==> config.mk <==
export PLATFORM = sky130hd
export DESIGN_NAME = pi_gpio_assembler
export DESIGN_NICKNAME = d
export VERILOG_FILES = /design/src/rtl/pi_link_pkg.sv /design/src/rtl/gpio_strobe_sync.sv /design/src/rtl/pi_gpio_assembler.sv
export SDC_FILE = /design/constraint.sdc
export NUM_CORES = 1
export LEC_CHECK = 0
export ABC_AREA = 1
export BUFFER_PORTS_ARGS = -buffer_cell sky130_fd_sc_hd__buf_4
export CORE_MARGIN = 2
export CORE_UTILIZATION = 30
export CTS_CLUSTER_SIZE = 40
export DETAILED_ROUTE_END_ITERATION = 8
export GPL_TIMING_DRIVEN = 0
export PLACE_DENSITY = 0.47
export SYNTH_ARGS = -nofsm -noshare
export SYNTH_HDL_FRONTEND = slang
export SYNTH_HIERARCHICAL = 1
export SYNTH_SLANG_ARGS = --single-unit
==> constraint.sdc <==
create_clock -name clk -period 2.5 [get_ports clk]
set_clock_uncertainty 0.05 [all_clocks]
set_input_delay 0.25 -clock clk [delete_from_list [all_inputs] [get_ports clk]]
set_output_delay 0.25 -clock clk [all_outputs]
set_load 0.05 [all_outputs]
==> src/rtl/pi_link_pkg.sv <==
// Shared Pi link definitions: word and block geometry plus link FSM states.
// Used by the 16->512 receive assembler and the 512->16 transmit side.
package pi_link_pkg;
   localparam int WORD_W  = 16;
   localparam int WORDS   = 32;
   localparam int BLOCK_W = WORD_W * WORDS;
   localparam int CNT_W   = 6;

   typedef enum logic [1:0] {
      IDLE,
      COLLECT,
      HOLD,
      ABORT
   } link_state_t;
endpackage

==> src/rtl/gpio_strobe_sync.sv <==
// Synchronises an async strobe and its data bus into clk; emits rise pulse.
// Ports: clk, reset_n (sync, active-low), strobe/data in; data_sync, rise out.
module gpio_strobe_sync #(
   parameter int W      = 16,
   parameter int STAGES = 2
) (
   input  logic         clk,
   input  logic         reset_n,
   input  logic         strobe,
   input  logic [0:W-1] data,
   output logic [0:W-1] data_sync,
   output logic         rise
);
   logic [STAGES-1:0] s_q;
   logic [0:W-1]      d_q [STAGES];
   logic              prev;

   always_ff @(posedge clk) begin
      if (!reset_n) begin
         s_q  <= '0;
         prev <= 1'b0;
         for (int i = 0; i < STAGES; i++) d_q[i] <= '0;
      end else begin
         s_q    <= {s_q[STAGES-2:0], strobe};
         prev   <= s_q[STAGES-1];
         d_q[0] <= data;
         for (int i = 1; i < STAGES; i++) d_q[i] <= d_q[i-1];
      end
   end

   assign data_sync = d_q[STAGES-1];
   assign rise      = s_q[STAGES-1] & ~prev;
endmodule

==> src/rtl/pi_gpio_assembler.sv <==
// Packs 16-bit Pi GPIO words into a 512-bit block for the SHA3-512 core.
// Ports: Pi side pi_data/pi_strobe/pi_ack; control go/kill; block512 with
// block_valid/block_ready handshake; word_count, overrun, done status.
// Option PI_RX_PARITY_EN adds pi_parity input and sticky parity_err output.
module pi_gpio_assembler #(
   parameter int WORD_W      = 16,
   parameter int WORDS       = 32,
   parameter int SYNC_STAGES = 2
) (
   input  logic                    clk,
   input  logic                    reset_n,
   input  logic [0:WORD_W-1]       pi_data,
   input  logic                    pi_strobe,
   output logic                    pi_ack,
`ifdef PI_RX_PARITY_EN
   input  logic                    pi_parity,
   output logic                    parity_err,
`endif
   input  logic                    go,
   input  logic                    kill,
   output logic [0:WORD_W*WORDS-1] block512,
   output logic                    block_valid,
   input  logic                    block_ready,
   output logic [5:0]              word_count,
   output logic                    overrun,
   output logic                    done
);
   import pi_link_pkg::*;

   link_state_t       state, state_n;
   logic [5:0]        count_n;
   logic              ack_n, ovr_n, done_n, we;
   logic              rise;
   logic [0:WORD_W-1] word_s;

`ifdef PI_RX_PARITY_EN
   // Parity bit rides the same sync chain so it lines up with its word.
   localparam int SW = WORD_W + 1;
   logic [0:SW-1] bus_in, bus_s;
   logic          par_ok;
   logic          perr_n, par_abort, pab_n;
   assign bus_in = {pi_parity, pi_data};
   assign word_s = bus_s[1:SW-1];
   assign par_ok = ~^bus_s;
`else
   localparam int SW = WORD_W;
   logic [0:SW-1] bus_in, bus_s;
   assign bus_in = pi_data;
   assign word_s = bus_s;
`endif

   gpio_strobe_sync #(
      .W      (SW),
      .STAGES (SYNC_STAGES)
   ) u_sync (
      .clk       (clk),
      .reset_n   (reset_n),
      .strobe    (pi_strobe),
      .data      (bus_in),
      .data_sync (bus_s),
      .rise      (rise)
   );

   assign block_valid = (state == HOLD);

   always_comb begin
      state_n = state;
      count_n = word_count;
      ack_n   = pi_ack;
      ovr_n   = overrun;
      done_n  = 1'b0;
      we      = 1'b0;
`ifdef PI_RX_PARITY_EN
      perr_n  = parity_err;
      pab_n   = par_abort;
`endif
      unique case (state)
         IDLE: begin
            if (go) begin
               state_n = COLLECT;
               count_n = '0;
            end
         end
         COLLECT: begin
            if (kill) begin
               state_n = ABORT;
               count_n = '0;
`ifdef PI_RX_PARITY_EN
               pab_n   = 1'b0;
`endif
            end else if (rise) begin
`ifdef PI_RX_PARITY_EN
               if (!par_ok) begin
                  state_n = ABORT;
                  count_n = '0;
                  perr_n  = 1'b1;
                  pab_n   = 1'b1;
               end else
`endif
               begin
                  we      = 1'b1;
                  count_n = word_count + 6'd1;
                  ack_n   = ~pi_ack;
                  if (word_count == 6'(WORDS - 1)) state_n = HOLD;
               end
            end
         end
         HOLD: begin
            if (kill) begin
               state_n = ABORT;
               count_n = '0;
`ifdef PI_RX_PARITY_EN
               pab_n   = 1'b0;
`endif
            end else if (block_ready) begin
               state_n = IDLE;
               count_n = '0;
               done_n  = 1'b1;
            end else if (rise) begin
               ovr_n = 1'b1;
            end
         end
         ABORT: begin
            count_n = '0;
`ifdef PI_RX_PARITY_EN
            // A parity abort waits for a fresh go; a kill abort for kill low.
            if (par_abort) begin
               if (go) begin
                  state_n = COLLECT;
                  pab_n   = 1'b0;
               end
            end else if (!kill) begin
               state_n = IDLE;
            end
`else
            if (!kill) state_n = IDLE;
`endif
         end
         default: state_n = IDLE;
      endcase
   end

   always_ff @(posedge clk) begin
      if (!reset_n) begin
         state      <= IDLE;
         word_count <= '0;
         pi_ack     <= 1'b0;
         overrun    <= 1'b0;
         done       <= 1'b0;
         block512   <= '0;
`ifdef PI_RX_PARITY_EN
         parity_err <= 1'b0;
         par_abort  <= 1'b0;
`endif
      end else begin
         state      <= state_n;
         word_count <= count_n;
         pi_ack     <= ack_n;
         overrun    <= ovr_n;
         done       <= done_n;
`ifdef PI_RX_PARITY_EN
         parity_err <= perr_n;
         par_abort  <= pab_n;
`endif
         if (we) block512[int'(word_count) * WORD_W +: WORD_W] <= word_s;
      end
   end
endmodule
==> flow_metrics.tcl <==
set metrics [dict create \
    avgSynthCellArea_sq_um 7.38 \
    r2r_slack_ps 50 \
    rows 97 \
    die_h_um 270 \
    ant_nets 0 \
    crit_path_end_kind "flip-flop" \
    ff2ff_path_depth 6 \
    viasPerCell 4.75 \
    worstReg2RegEnd "block512[308]" \
    cts_tree "built" \
    leakage_nw 13.9 \
    overflow 0 \
    cts_root_buf "clkbuf_16" \
    dieArea_sq_um 72900 \
    cp_num_buf_inv 2 \
    cp.required_ps 3020 \
    synth_area_leader_cell "dfxtp_1" \
    synth_area_leaders "dfxtp_1 53%, nor2_1 19%, o21ai_0 11%" \
    nets 3556 \
    crit_family "simple AND/OR/NAND/NOR gates" \
    period_needed_ps 2450 \
    num_antenna_cells 0 \
    synth_seq_cells 558 \
    via_count 21400 \
    grt_start_max_net_pins 15 \
    slowest_stage "nor3_2" \
    worst_pin_slew_ps 1140 \
    yosysTopAreaCellShare_pct 52.6 \
    antenna_found_initial 1 \
    cts_buffers 60 \
    ys_warn_count 6 \
    port_buffers 542 \
    core_sq_um 70000 \
    synth_area_sq_um 21200 \
    crit_fanout 10 \
    min_to "state[0]" \
    remaining_drc_errors 0 \
    arrival_ps 2970 \
    power.density_nw_per_um2 652 \
    clk_latency_ps 630 \
    holdCritStartpoint "go" \
    slew_headroom_pct 24.2 \
    cts.reportedPaths.clkPinSlew_ps 70 \
    r2r_start "word_count[0]" \
    drive_gt1_share_pct 23.9 \
    crit_chain "buf_2 -> nand2_1 -> clkbuf_1 -> nor3_2 -> o21ai_0 -> nor2_1" \
    hold_path_depth 7 \
    area_growth_pct 37.8 \
    setup_violations 0 \
    holdWs_ps 84.1 \
    slew_violations 0 \
    drt_pass1_iterations 7 \
    start_util_pct 30.3 \
    drv_cap 0 \
    min_path_type "input port to flip-flop" \
    period_share_pct 98.0 \
    place_congestion 0.880 \
    drt_iter0_drc 1595 \
    post_drt_wl_per_cell_um 21.5 \
    total_power_mw 19.1 \
    status "complete, no violations" \
    grt_pass1_wl_mm 138 \
    grt_usage_pct 25.5 \
    wirelength_mm 96.8 \
    pin_count 544 \
    critical_path_class "flip-flop to flip-flop" \
    synthDistinctLibCells 30 \
    max-vdd-ir-drop_uv 474 \
    yosysSeqAreaShare_pct 52.6 \
    cts_sinks 558 \
    rsz0062_at_grt "yes" \
    syn_nets 2907 \
    h-tree-depth 2 \
    final_hold_viol_count 0 \
    grt_pass1_vias 20200 \
    cts_max_path_buffers 3 \
    critPathLaunchType "flip-flop" \
    nFillCells 7198 \
    cpPeakStageDelay_ps 580 \
    place.detailed.hpwl_mm 76.8 \
    syn_inst 2879 \
    maxClockFrequency_ghz 0.408 \
    die_x_um 270 \
]
-- kinds of logic (layout without fill, tap and decap cells) --
group                      Yosys count  after routing  synth area share [%]
adders and majority gates            6              6                 0.353
and+or+nand+nor                   1421           1421                  27.0
buffers and inverters              380           1071                  7.91
xor gates and xnor gates             1              1                0.0412
AOI/OAI and AO/OA                  513            513                  12.1
DFF                                558            558                  52.6
-- through the flow --
stage	setup TNS, ps	area [sq um]	setup slack (ps)	utilization [%]	instances
final	0	29300	49.5	41.8	4510
after global routing	-402	29300	-68.3	41.8	4510
after CTS	-694	29000	-128	41.4	4501
after detailed placement	-89870	26500	-810	37.8	4361
after global placement	-73350	26500	-759	37.8	4361
after floorplan	0	21200	59.9	-	2879
-- worst min-delay path: stages --
cell	delay, ps
buf_4	80
inv_1	40
nand2_1	50
nand2_1	80
nor2_1	100
o21ai_0	90
inv_1	50
-- synth_stat cells --
library cell,instances
nor3_1,65
clkinv_1,1
buf_4,28
nand4_1,7
nand2_2,17
nor2_1,1097
dfxtp_1,558
or2_2,1
xor2_1,1
buf_6,13
nor4_1,7
inv_1,178
ha_1,6
clkbuf_1,91
clkinv_2,3
inv_2,18
nor2_2,13
nand2_1,167
nand2_4,6
o21ai_0,463
nor2_4,14
a21oi_1,22
nand3_1,23
o21ai_1,26
and2_1,1
nand3b_1,2
a31oi_1,2
buf_2,38
nor2_8,1
buf_1,10
-- worst max-delay path by stage --
stage | startpoint | endpoint | slack [ps] | cells past startpoint
floorplan | word_count[1] | block512[145] | 60 | 10
global route | word_count[0] | block512[52] | -70 | 6
finish | word_count[0] | block512[308] | 50 | 6
CTS | word_count[0] | block512[433] | -130 | 6
global placement | word_count[2] | block512[433] | -760 | 12
detailed placement | word_count[2] | block512[433] | -810 | 12
-- routing by layer --
metal | routed length (um) | track usage, %
met3 | 7000 | 5.34
met4 | 4230 | 10.9
met1 | 41300 | 33.0
met2 | 44200 | 41.1
met5 | 0 | 0
-- state kept, by name, summed over array words and instances, names as in the netlist, 2 cells and up --
| signal | cells |
|---|---|
| block512 | 512 |
| word_count | 6 |
| u_sync/d_q | 32 |
| state | 2 |
| u_sync/s_q | 2 |
-- area by class of cell --
| cell class | count | area [sq um] | share of cell area (%) |
|---|---|---|---|
| sequential | 558 | 11200 | 38.2 |
| timing repair buffer | 589 | 4510 | 15.4 |
| inverter | 200 | 761 | 2.60 |
| buffer | 178 | 986 | 3.37 |
| multi-input combinational | 1941 | 8570 | 29.3 |
| clock inverter | 15 | 253 | 0.864 |
| clock buffer | 89 | 1820 | 6.23 |
| tap | 940 | 1180 | 4.02 |
-- power by group --
part / switching [mW] / total, mW / internal, mW
combinational: 0.471 / 0.672 / 0.201
clock: 3.77 / 9.46 / 5.69
sequential: 0.0196 / 8.95 / 8.93
total: 4.26 / 19.1 / 14.8
-- repair_timing --
item	4_1_cts	5_1_grt
hold buffers	37	0
resized for setup	34	68
setup endpoints to repair	302	219
setup buffers	0	10
pin swaps	0	3
cloned	0	0
endpoints found under the hold margin	38	0
-- cells in the final DEF (no fill, tap or decap), types with 6 or more instances in the layout --
cell           instances
nor2_4                22
bufinv_16              7
buf_4                584
nand2_1              162
clkbuf_8              19
inv_2                 17
buf_1                  8
clkbuf_4               9
buf_6                 14
nand2_2               22
nor2_2                17
dlygate4sd3_1         37
nand4_1                7
a21oi_1               22
nor3_1                56
clkbuf_1              85
clkbuf_16             61
inv_1                177
nand2_4                6
dfxtp_1              556
clkinv_2              11
nor3_2                 7
buf_2                 28
nor2_1              1085
clkbuf_2              10
o21ai_1               35
nand3_1               21
o21ai_0              454
No activity file was read; power rests on OpenSTA's default activity.
